$ cat config.mk
export PLATFORM = sky130hd
export DESIGN_NAME = tap_core
export DESIGN_NICKNAME = d
export VERILOG_FILES = /design/src/rtl/tap_core.sv
export SDC_FILE = /design/constraint.sdc
export NUM_CORES = 1
export LEC_CHECK = 0
export CORE_MARGIN = 2
export CORE_UTILIZATION = 45
export DETAILED_ROUTE_END_ITERATION = 16
export PLACE_DENSITY = 0.76
export RECOVER_POWER = 50
export SLEW_MARGIN = 40
export SYNTH_ARGS = -nofsm -noshare
export SYNTH_HDL_FRONTEND = slang
export SYNTH_SLANG_ARGS = --single-unit
$ cat constraint.sdc
create_clock -name TCK -period 1.8 [get_ports TCK]
set_input_delay 0.54 -clock TCK [delete_from_list [all_inputs] [get_ports TCK]]
set_output_delay 0.54 -clock TCK [all_outputs]
set_load 0.005 [all_outputs]
$ cat src/rtl/tap_core.sv
// tap_core: JTAG TAP controller with instruction register, bypass register,
// optional IDCODE register and one-hot user data-register channel selects.
// Optional feature macro: TAP_IDCODE_EN adds the 32-bit IDCODE register and
// makes it the instruction loaded out of reset. Without it, the reset
// instruction is all-ones (BYPASS) and OP_IDCODE decodes as BYPASS.
// State and shift registers update on rising TCK; TDO, INSTR, TAP_RST and the
// update strobe update on falling TCK. TRST is a synchronous active-low reset
// honoured on both edges.

module tap_core #(
    parameter int          IR_WIDTH   = 4,
    parameter int          NUM_USER   = 2,
    parameter int          USER_BASE  = 8,
    parameter int          OP_IDCODE  = 14,
    parameter logic [31:0] IDCODE_VAL = 32'h0BA00477
) (
    input  logic                TCK,
    input  logic                TRST,
    input  logic                TMS,
    input  logic                TDI,
    output logic                TDO,
    output logic                TDO_EN,
    output logic [3:0]          STATE,
    output logic [IR_WIDTH-1:0] INSTR,
    output logic [NUM_USER-1:0] USER_SEL,
    input  logic [NUM_USER-1:0] USER_TDO,
    output logic                CAPTUREDR,
    output logic                SHIFTDR,
    output logic                UPDATEDR,
    output logic                TAP_RST
);

    // Elaboration-time parameter sanity checks.
    if (IR_WIDTH < 2) begin : g_bad_ir_width
        $error("tap_core: IR_WIDTH must be at least 2");
    end
    if (NUM_USER < 1 || NUM_USER > 8) begin : g_bad_num_user
        $error("tap_core: NUM_USER must be in 1..8");
    end
    if (OP_IDCODE >= (1 << IR_WIDTH)) begin : g_bad_op_idcode
        $error("tap_core: OP_IDCODE does not fit in IR_WIDTH bits");
    end
    if (IDCODE_VAL[0] != 1'b1) begin : g_bad_idcode
        $error("tap_core: IDCODE_VAL bit 0 must be 1");
    end

    typedef enum logic [3:0] {
        EX2_DR   = 4'h0,
        EX1_DR   = 4'h1,
        SH_DR    = 4'h2,
        PAUSE_DR = 4'h3,
        SEL_IR   = 4'h4,
        UPD_DR   = 4'h5,
        CAP_DR   = 4'h6,
        SEL_DR   = 4'h7,
        EX2_IR   = 4'h8,
        EX1_IR   = 4'h9,
        SH_IR    = 4'hA,
        PAUSE_IR = 4'hB,
        RTI      = 4'hC,
        UPD_IR   = 4'hD,
        CAP_IR   = 4'hE,
        TLR      = 4'hF
    } tap_state_e;

`ifdef TAP_IDCODE_EN
    localparam logic [IR_WIDTH-1:0] INSTR_RST = IR_WIDTH'(OP_IDCODE);
`else
    localparam logic [IR_WIDTH-1:0] INSTR_RST = '1;
`endif

    tap_state_e          state;
    tap_state_e          state_next;
    logic [IR_WIDTH-1:0] ir_shift;
    logic                bypass;
    logic                sel_user;
    logic                dr_tdo;
    logic                tdo_next;
    logic                upd_flag;
`ifdef TAP_IDCODE_EN
    logic [31:0]         idcode_sr;
    logic                sel_idcode;
`endif

    assign STATE = state;

    // TAP state register; reset forces Test-Logic-Reset.
    always_ff @(posedge TCK) begin
        if (!TRST) begin
            state <= TLR;
        end else begin
            state <= state_next;
        end
    end

    // IEEE 1149.1 next-state decode on TMS.
    always_comb begin
        state_next = TLR;
        case (state)
            TLR:      state_next = TMS ? TLR      : RTI;
            RTI:      state_next = TMS ? SEL_DR   : RTI;
            SEL_DR:   state_next = TMS ? SEL_IR   : CAP_DR;
            CAP_DR:   state_next = TMS ? EX1_DR   : SH_DR;
            SH_DR:    state_next = TMS ? EX1_DR   : SH_DR;
            EX1_DR:   state_next = TMS ? UPD_DR   : PAUSE_DR;
            PAUSE_DR: state_next = TMS ? EX2_DR   : PAUSE_DR;
            EX2_DR:   state_next = TMS ? UPD_DR   : SH_DR;
            UPD_DR:   state_next = TMS ? SEL_DR   : RTI;
            SEL_IR:   state_next = TMS ? TLR      : CAP_IR;
            CAP_IR:   state_next = TMS ? EX1_IR   : SH_IR;
            SH_IR:    state_next = TMS ? EX1_IR   : SH_IR;
            EX1_IR:   state_next = TMS ? UPD_IR   : PAUSE_IR;
            PAUSE_IR: state_next = TMS ? EX2_IR   : PAUSE_IR;
            EX2_IR:   state_next = TMS ? UPD_IR   : SH_IR;
            UPD_IR:   state_next = TMS ? SEL_DR   : RTI;
            default:  state_next = TLR;
        endcase
    end

    // Instruction shift register: capture 0...01, shift right with TDI into the MSB.
    always_ff @(posedge TCK) begin
        if (!TRST) begin
            ir_shift <= '0;
        end else if (state == CAP_IR) begin
            ir_shift <= IR_WIDTH'(1);
        end else if (state == SH_IR) begin
            ir_shift <= {TDI, ir_shift[IR_WIDTH-1:1]};
        end
    end

    // Bypass bit: cleared on capture, follows TDI while shifting.
    always_ff @(posedge TCK) begin
        if (TRST) begin
            if (state == CAP_DR) begin
                bypass <= 1'b0;
            end else if (state == SH_DR) begin
                bypass <= TDI;
            end
        end
    end

`ifdef TAP_IDCODE_EN
    // IDCODE register: loads the device ID on capture, shifts right while shifting.
    always_ff @(posedge TCK) begin
        if (TRST) begin
            if (state == CAP_DR) begin
                idcode_sr <= IDCODE_VAL;
            end else if (state == SH_DR) begin
                idcode_sr <= {TDI, idcode_sr[31:1]};
            end
        end
    end
`endif

    // One-hot user channel decode from the active instruction.
    always_comb begin
        USER_SEL = '0;
        for (int k = 0; k < NUM_USER; k++) begin
            USER_SEL[k] = (INSTR == IR_WIDTH'(USER_BASE + k));
        end
    end

    assign sel_user = |USER_SEL;

`ifdef TAP_IDCODE_EN
    assign sel_idcode = !sel_user && (INSTR == IR_WIDTH'(OP_IDCODE));
    assign dr_tdo     = sel_user   ? |(USER_TDO & USER_SEL) :
                        sel_idcode ? idcode_sr[0]           : bypass;
`else
    assign dr_tdo     = sel_user ? |(USER_TDO & USER_SEL) : bypass;
`endif

    // Serial output selection for the current shift state.
    always_comb begin
        tdo_next = 1'b0;
        if (state == SH_IR) begin
            tdo_next = ir_shift[0];
        end else if (state == SH_DR) begin
            tdo_next = dr_tdo;
        end
    end

    assign CAPTUREDR = (state == CAP_DR) && sel_user;
    assign SHIFTDR   = (state == SH_DR)  && sel_user;
    // The flag is set on the falling edge in Update-DR; gating with the state
    // drops the strobe at the rising edge that leaves Update-DR.
    assign UPDATEDR  = upd_flag && (state == UPD_DR);

    // Falling-edge outputs: instruction, TDO, TDO enable, TAP reset and update flag.
    always_ff @(negedge TCK) begin
        if (!TRST) begin
            INSTR    <= INSTR_RST;
            TDO      <= 1'b0;
            TDO_EN   <= 1'b0;
            TAP_RST  <= 1'b0;
            upd_flag <= 1'b0;
        end else begin
            if (state == TLR) begin
                INSTR <= INSTR_RST;
            end else if (state == UPD_IR) begin
                INSTR <= ir_shift;
            end
            TDO      <= tdo_next;
            TDO_EN   <= (state == SH_IR) || (state == SH_DR);
            TAP_RST  <= (state != TLR);
            upd_flag <= (state == UPD_DR) && sel_user;
        end
    end

endmodule

== Word-level counts from Yosys, hierarchy flattened ==
Cells that the tools add are included.

* Flip-flop bits (word level): 17
* Input port bits: 6
* Output and inout bits: 16

* Bitwise operators: 2
* Eq/ne operators: 18
* Mux-type cells: 19
* Reduce and logical (&&, ||, !) cells: 16

{| class="wikitable"
|+ Operators by type and width
! operator !! count
|-
| one-hot mux 4 bit (12 select lines) || 1
|-
| equality test 4 bit, second input constant || 10
|-
| equality test 4 x 3 -> 1 bit, second input constant || 4
|-
| 2-to-1 mux 2 bit || 6
|-
| 2-to-1 mux 3 bit || 4
|-
| OR reduction 2 bit || 6
|-
| equality test 4 x 2 -> 1 bit, second input constant || 2
|-
| 2-to-1 mux 1 bit || 7
|-
| equality test 4 x 1 -> 1 bit, second input constant || 1
|-
| logical AND 1 bit || 4
|-
| zero test 4 bit || 1
|-
| 2-to-1 mux 4 bit || 1
|-
| != test 4 bit, second input constant || 1
|-
| nonzero test 2 bit || 2
|-
| OR reduction 3 bit || 1
|-
| bitwise AND 2 bit || 1
|-
| AND reduction 2 bit || 1
|-
| logical OR 1 bit || 1
|-
| inverter 1 bit || 1
|}

== Depth between registers and ports, before layout ==
Gate-level depths: netlist (run 1).

* Word-level depth: 6
* Gate-level depth with buffers: 4
* Depth with buffers taken out: 3

==> results by group, run 1 <==
CTS
  • Max clock buf depth: 2
  • TritonCTS clock tree: built
  • Worst-Skew Late Latency: ~380 ps
  • Clk slew on worst S/H paths: around 120 ps
  • CTS Hold Bufs: 0
  • H-tree depth: 1
  • CTS Buf Count: 3
  • Clock Sink Count: 17
  • Clock Root Buffer: clkbuf_4

Place
  • Placer Congestion: 0.736
  • DP Worst Slack: -1160 ps
  • HPWL Detailed: between 1 and 1.5 mm
  • IO buf count: 21

STA
  • Hold Violations, Final: 0
  • Unrepaired setup endpoints after global routing: true
  • Setup TNS: -9660 ps
  • Final slew viol count: 0
  • Layout Skew: about 77 ps
  • Setup violations, final: 18
  • Min Hold Slack: between 400 and 500 ps
  • Final WS setup: -1140 ps
  • Slew headroom: between 70 and 80%
  • Least-Margin Pin Slew: around 330 ps

Worst setup path
  • Worst setup SP type: register
  • Setup CP Type: register to output pin
  • Max incr delay on CP: around 380 ps
  • Worst EP arrival: approximately 2400 ps
  • Worst Path Max Fanout: 4
  • Crit Reg-Reg Endpoint: INSTR[0]
  • Worst R2R Start: STATE[3]
  • R2R depth: 4
  • Cell Chain, Critical Path: or3b_4 > buf_6 > nor4_4 > buf_2
  • R2r setup slk: -150 ps
  • CP Capture Type: output pin
  • CP Data Required Time: between 1000 and 1500 ps
  • Crit-path slowest cell: or3b_4

Finish
  • Layout Nets: around 150
  • Fill count: 94
  • Post-layout util: between 80% and 90%
  • Share of cells above drive strength 1: 45.7%
  • Antenna cell count: 0
  • Area grow syn2layout: 69.5%

Logic synthesis
  • Synth top area share: around 42%
  • Flops & latches, synth: 17
  • Synth area leader: dfxtp_1
  • Area contributors post-synth: dfxtp_1, mux2i_1, nand2_1, nor3_1, edfxtp_1
  • Synth unique cells: 27
  • Syn avg cell area: between 8 and 9 sq um
  • Yosys warning count: 0
  • Cell Area, Synth: about 760 sq um
  • Synthesized net count: between 90 and 100
  • Sequential cell area fraction in the yosys report: around 46%
  • Synthesized instance count: 85

Detailed routing
  • Final routed DRC violation total: 0
  • Via-to-Cell Ratio: around 5.3
  • Detailed-router iteration count before antenna repair: 4
  • WL per Instance: 14.7 um
  • Post-route ant nets: 0
  • Iteration-0 DRC Markers: 12
  • Final WL: ~2.3 mm
  • Vias: just over 800

Die
  • Starting Density: a little under 50%
  • DIE AREA: 2040 sq um
  • Rows: 14
  • I/O pin count: 22
  • Die Y-Extent: between 40 and 50 um
  • Die W: ~45 um
  • CORE AREA: 1540 sq um

Power and ir drop
  • P_leak: 0.618 nW
  • Switching Power: 337 uW
  • Clock power share: between 30 and 40%
  • Total Power: about 1.1 mW
  • PD cells: 879 nW/um^2
  • Switch share: ~30%
  • Reg power frac: between 30% and 40%
  • Combinational share of power: between 20% and 30%
  • Peak supply drop: between 0.7 and 0.8 mV
  • Int Pwr: around 800 uW

Global routing
  • Gr usage total: roughly a quarter
  • Grt total ovfl: 0
  • First-pass GRT wire length: approximately 3.6 mm
  • Largest net degree at the start of global routing: 11
  • Initial antenna violation count: 0
  • Vias in the first global route: ~820

Hold path
  • Hold worst-path end: ir_shift[3]
  • Hold depth: 2
  • Hold Startpoint: ir_shift[3]
  • HP Class: register to register

Outcome
  • Failing checks: setup timing
  • Status: finished, violations left

Run
  • Max Cap Viol: 0
-- power by group through the flow --
| stage | Clock (mW) | Combinational (mW) | Sequential (mW) |
|---|---|---|---|
| 6_report | 0.446 | 0.259 | 0.430 |
| 5_1_grt | 0.467 | 0.282 | 0.431 |
| 4_1_cts | 0.439 | 0.250 | 0.428 |
| 3_5_place_dp | 0.0309 | 0.233 | 0.434 |
| 3_3_place_gp | 0.0309 | 0.227 | 0.433 |
| 2_1_floorplan | 0.0309 | 0.118 | 0.434 |
-- layout make-up --
type                    instances  area, sq um  share of cell area, %
well taps                      16         20.0                   1.55
clock buffers                   3         22.5                   1.74
clock inverters                 9         60.1                   4.65
repair buffers                 47          380                   29.5
flip-flops and latches         17          360                   27.9
multi-input cells              58          433                   33.5
inverters                       4         15.0                   1.16
-- routing by layer --
metal | vias up | part of all wire [%] | track usage, %
met3 | 6 | 4.8 | 4.80
met4 | 0 | 1.6 | 8.24
li1 | 404 | - | -
met1 | 380 | 40 | 26.8
met5 | - | 0 | 0
met2 | 26 | 53 | 47.4
-- synthesized netlist by cell type, drive strengths merged --
master  instances
a21oi           4
nor2            4
o21a            2
inv             5
edfxtp          1
buf             2
clkbuf          3
nor3            8
o2111a          1
nor4            2
nor2b           2
nand3           1
dfxtp          16
mux2            2
mux2i           5
nand4b          2
a31o            1
nand2          11
a21boi          2
a41oi           1
o21ai           4
nand3b          2
nand2b          1
or3b            3
-- logic make-up after synthesis --
group           Yosys count  share of synthesized area, %
simple gates             36                          25.1
flops                    17                          46.0
compound gates           15                          13.0
buf+inv                  10                          5.91
mux                       7                          10.0
-- what timing repair did --
item | 4_1_cts | 5_1_grt
setup endpoints to repair | 24 | 18
gates resized for setup | 73 | 2
buffers inserted | 5 | 4
pin swaps | 2 | 2
hold endpoints to repair | 0 | 0
-- how the worst max path moves through the flow --
stage	startpoint	end	slack, ps	cells after the start
6_report	INSTR[1]	SHIFTDR	-1140	4
5_1_grt	INSTR[1]	SHIFTDR	-1180	4
4_1_cts	INSTR[2]	SHIFTDR	-1130	4
3_5_place_dp	INSTR[1]	SHIFTDR	-1160	3
3_3_place_gp	INSTR[1]	SHIFTDR	-1150	3
2_1_floorplan	INSTR[1]	SHIFTDR	-600	3
-- flip-flops by register name, summed over array words and instances, names as in the netlist --
| signal | flops |
|---|---|
| bypass | 1 |
| TDO | 1 |
| upd_flag | 1 |
| INSTR | 4 |
| STATE | 4 |
| ir_shift | 4 |
| TDO_EN | 1 |
| TAP_RST | 1 |
-- placed cells by master, fill, tap and decap left out, types with 3 or more instances in the layout --
master	instances
a21oi_1	4
nor3_1	5
dlygate4sd2_1	3
dfxtp_1	8
clkbuf_4	3
dfxtp_2	8
clkdlybuf4s50_1	3
nor2_1	3
mux2i_1	5
buf_6	10
buf_2	8
inv_1	11
buf_4	21
nand2_1	10
o21ai_0	4
-- worst max-delay path, delay by kind of cell, from the launching register on --
family                 cells  cell delay [ps]
AND/OR/NAND/NOR            2              500
flip-flops                 1              320
buffers and inverters      2              290
-- metrics by stage --
| step | cell area (sq um) | std cells |
|---|---|---|
| after floorplan | 837 | 85 |
| after global placement | 1160 | 137 |
| after detailed placement | 1160 | 137 |
| after CTS | 1270 | 151 |
| after global routing | 1290 | 154 |
| final | 1290 | 154 |
Power figures use the tool's default switching activity.
==> run 2, diff against run 1 <==
==> constraint.sdc (replaced) <==
create_clock -name TCK -period 1.8 [get_ports TCK]
set_input_delay 0.54 -clock TCK [delete_from_list [all_inputs] [get_ports TCK]]
set_output_delay 0.54 -clock TCK [all_outputs]
set_load 0.05 [all_outputs]
==> run 2 against run 1 <==
Against the previous run:
- the flow now stops in clock tree synthesis (4_1_cts)
- synthesized area unchanged
- synthesized cell count unchanged
==> results by group, run 2 <==
Logic synthesis
  • Synth unique cells: 27
  • Synth area leader: dfxtp_1
  • Synthesized instance count: 85
  • Most frequent cells after synthesis: dfxtp_1, nand2_1, nor3_1, inv_1, mux2i_1
  • Post-synth EDFFs: 1
  • Cell Area, Synth: between 700 and 800 sq um
  • Async S/R FF share, synth: 0%
  • Most frequent cell after synthesis: dfxtp_1
  • Area contributors post-synth: dfxtp_1, mux2i_1, nand2_1, nor3_1, edfxtp_1
  • Primary FF master, synth: dfxtp_1
  • Synth top area share: ~42%
  • Syn avg cell area: about 9.0 sq um
  • Yosys warning count: 0
  • Flops & latches, synth: 17
  • Synthesized net count: between 90 and 100
  • Sequential cell area fraction in the yosys report: 46.0%

Place
  • Dpl cell area: approximately 1400 sq um
  • IO buf count: 21
  • HPWL Detailed: 1.71 mm
  • Placer Congestion: around 0.84
  • DP Worst Slack: -891 ps

Die
  • Die Y-Extent: approximately 45 um
  • Rows: 14
  • I/O pin count: 22
  • Die W: around 45 um
  • Starting Density: 49.4%

Outcome
  • Status: stopped before the end
  • First error: [ERROR DPL-0038] Utilization greater than 100%, impossible to legalize
  • Exit stage: clock tree synthesis (4_1_cts)

CTS
  • Post_cts resized: 23
  • H-tree depth: 1
  • Max clock buf depth: 2
  • Clock Sink Count: 17
  • CTS Buf Count: 3
  • Clock Root Buffer: clkbuf_4
  • Postcts setup bufs: 8
  • CTS Hold Bufs: 0
-- run 2: cell counts after synthesis --
No cell type changed its count.
-- run 2: cells by family after synthesis --
group	count (synthesis)	share of synthesized area [%]
multiplexers	7	10.0
AO/OA/AOI/OAI	15	13.0
buffers and inverters	10	5.91
flip-flops	17	46.0
AND/OR/NAND/NOR	36	25.1
-- run 2: through the flow --
stage               utilization [%]  std cells
detailed placement             89.5        136
global placement               89.5        136
floorplan                         -         85
==> run 3, diff against run 2 <==
--- a/config.mk
+++ b/config.mk
@@ -5,10 +5,10 @@
 export SDC_FILE = /design/constraint.sdc
 export NUM_CORES = 1
 export LEC_CHECK = 0
-export CORE_MARGIN = 2
-export CORE_UTILIZATION = 45
+export CORE_AREA = 2 2 63 65
 export DETAILED_ROUTE_END_ITERATION = 16
-export PLACE_DENSITY = 0.76
+export DIE_AREA = 0 0 65 67
+export PLACE_DENSITY_LB_ADDON = 0.15
 export RECOVER_POWER = 50
 export SLEW_MARGIN = 40
 export SYNTH_ARGS = -nofsm -noshare
==> run 3 against run 2 <==
Against the previous run:
- the flow now finishes, with violations (setup timing)
==> results by group, run 3 (same netlist as run 1, synthesis figures left out) <==
Global routing
  • Initial antenna violation count: 0
  • First-pass GRT wire length: 3.66 mm
  • Vias in the first global route: just over 800
  • Grt total ovfl: 0
  • Gr usage total: a little over a tenth
  • Largest net degree at the start of global routing: 12

Detailed routing
  • Final routed DRC violation total: 0
  • WL per Instance: 11.8 um
  • Final WL: between 2 and 2.5 mm
  • Via-to-Cell Ratio: 4.25
  • Vias: ~770
  • Post-route ant nets: 0
  • Iteration-0 DRC Markers: 14
  • Detailed-router iteration count before antenna repair: 4

Worst setup path
  • Crit Reg-Reg Endpoint: TDO
  • Worst setup SP type: register
  • CP Data Required Time: roughly 1300 ps
  • CP Capture Type: output pin
  • Worst EP arrival: between 2000 and 2500 ps
  • Setup CP Type: register to output pin
  • R2r setup slk: -480 ps
  • Worst R2R Start: STATE[1]
  • R2R depth: 4
  • Worst Path Max Fanout: 5

Power and ir drop
  • PD cells: slightly above 800 nW/um^2
  • Total Power: 1.24 mW
  • P_leak: 0.680 nW
  • Peak supply drop: between 0.2 and 0.25 mV

Finish
  • Final non-filler cell total: 180
  • Multi-input logic area: approximately 450 sq um
  • Commonest cells after routing, fill and taps aside: buf_12, buf_4, inv_1, dfxtp_4, nand2_1
  • Fill count: 343
  • Share of cells above drive strength 1: ~51%
  • Fin area: 1530 sq um
  • Post-layout util: between 40% and 50%
  • FF/Latch Area: 389 sq um
  • Antenna cell count: 0
  • Area grow syn2layout: 101%
  • Layout Nets: 139
  • Most common cell after layout, fill and taps aside: buf_12

Place
  • Dpl cell area: ~1400 sq um
  • Dpl cells: 167
  • IO buf count: 21
  • DP Worst Slack: -914 ps
  • HPWL Detailed: approximately 1.7 mm
  • Placer Congestion: around 0.76

CTS
  • Max clock buf depth: 2
  • Clock Root Buffer: clkbuf_8
  • Worst-Skew Late Latency: ~320 ps
  • H-tree depth: 1
  • CTS Buf Count: 3
  • Clock Sink Count: 17
  • Clk slew on worst S/H paths: 70 ps
  • TritonCTS clock tree: built

Die
  • Die Y-Extent: around 67 um
  • CORE AREA: 3610 sq um
  • Die W: ~65 um
  • Starting Density: between 20% and 30%
  • Rows: 22
  • I/O pin count: 22
  • DIE AREA: roughly 4400 sq um

STA
  • Final WS setup: -1120 ps
  • Slew headroom: about 54%
  • Hold Violations, Final: 0
  • Setup TNS: -11330 ps
  • Layout Skew: roughly 72 ps
  • Unrepaired setup endpoints after global routing: true
  • Final slew viol count: 0
  • Setup violations, final: 23
  • Least-Margin Pin Slew: a little under 700 ps
  • Min Hold Slack: approximately 470 ps

Hold path
  • HP Class: register to register
  • Hold depth: 2
  • Hold Startpoint: ir_shift[2]
  • Hold worst-path end: ir_shift[2]

Outcome
  • Failing checks: setup timing
  • Status: finished, violations left

Run
  • Max Cap Viol: 0
## run 3: per-layer routing
layer	track usage (%)	routed length, um	vias to the layer above
met2	20.1	1110	12
li1	-	-	394
met4	4.79	27	0
met3	1.69	52	2
met1	12.6	943	357
met5	0	0	-
## run 3: how the worst max path moves through the flow
| stage | from | endpoint | slack, ps | cells past startpoint |
|---|---|---|---|---|
| final | INSTR[2] | SHIFTDR | -1120 | 3 |
| after global routing | INSTR[3] | SHIFTDR | -1170 | 3 |
| after CTS | INSTR[2] | SHIFTDR | -1130 | 3 |
| after detailed placement | INSTR[2] | SHIFTDR | -910 | 3 |
| after global placement | INSTR[2] | SHIFTDR | -880 | 3 |
| after floorplan | INSTR[3] | SHIFTDR | -1110 | 3 |
## run 3: final cells by class
cell class | instances | share of cell area (%)
Clock buffer | 4 | 4.32
Tap cell | 48 | 3.92
Multi-Input combinational cell | 58 | 29.1
Inverter | 4 | 0.979
Clock inverter | 8 | 1.96
Timing Repair Buffer | 41 | 34.3
Sequential cell | 17 | 25.4
## run 3: power by group
| part | internal [mW] | total [mW] | switching [mW] |
|---|---|---|---|
| sequential | 0.403 | 0.421 | 0.0185 |
| combinational | 0.179 | 0.376 | 0.197 |
| clock | 0.264 | 0.442 | 0.178 |
| total | 0.845 | 1.24 | 0.394 |
## run 3: worst max-delay path, stage by stage (launching register included)
cell and delay, ps:
dfxtp_4 330, or3b_4 450, nor4_4 210, buf_12 180
## run 3: what timing repair did
item,4_1_cts,5_1_grt
setup endpoints to repair,20,18
setup buffers,4,0
pin swaps,3,2
endpoints found under the hold margin,0,0
hold buffers,0,0
gates resized for setup,20,2
==> run 4, diff against run 3 <==
--- a/config.mk
+++ b/config.mk
@@ -8,9 +8,9 @@
 export CORE_AREA = 2 2 63 65
 export DETAILED_ROUTE_END_ITERATION = 16
 export DIE_AREA = 0 0 65 67
+export HOLD_SLACK_MARGIN = 0.08
 export PLACE_DENSITY_LB_ADDON = 0.15
 export RECOVER_POWER = 50
-export SLEW_MARGIN = 40
 export SYNTH_ARGS = -nofsm -noshare
 export SYNTH_HDL_FRONTEND = slang
 export SYNTH_SLANG_ARGS = --single-unit
==> results of run 4 <==
The final DEF is identical to that of run 3; final timing and power are the same.
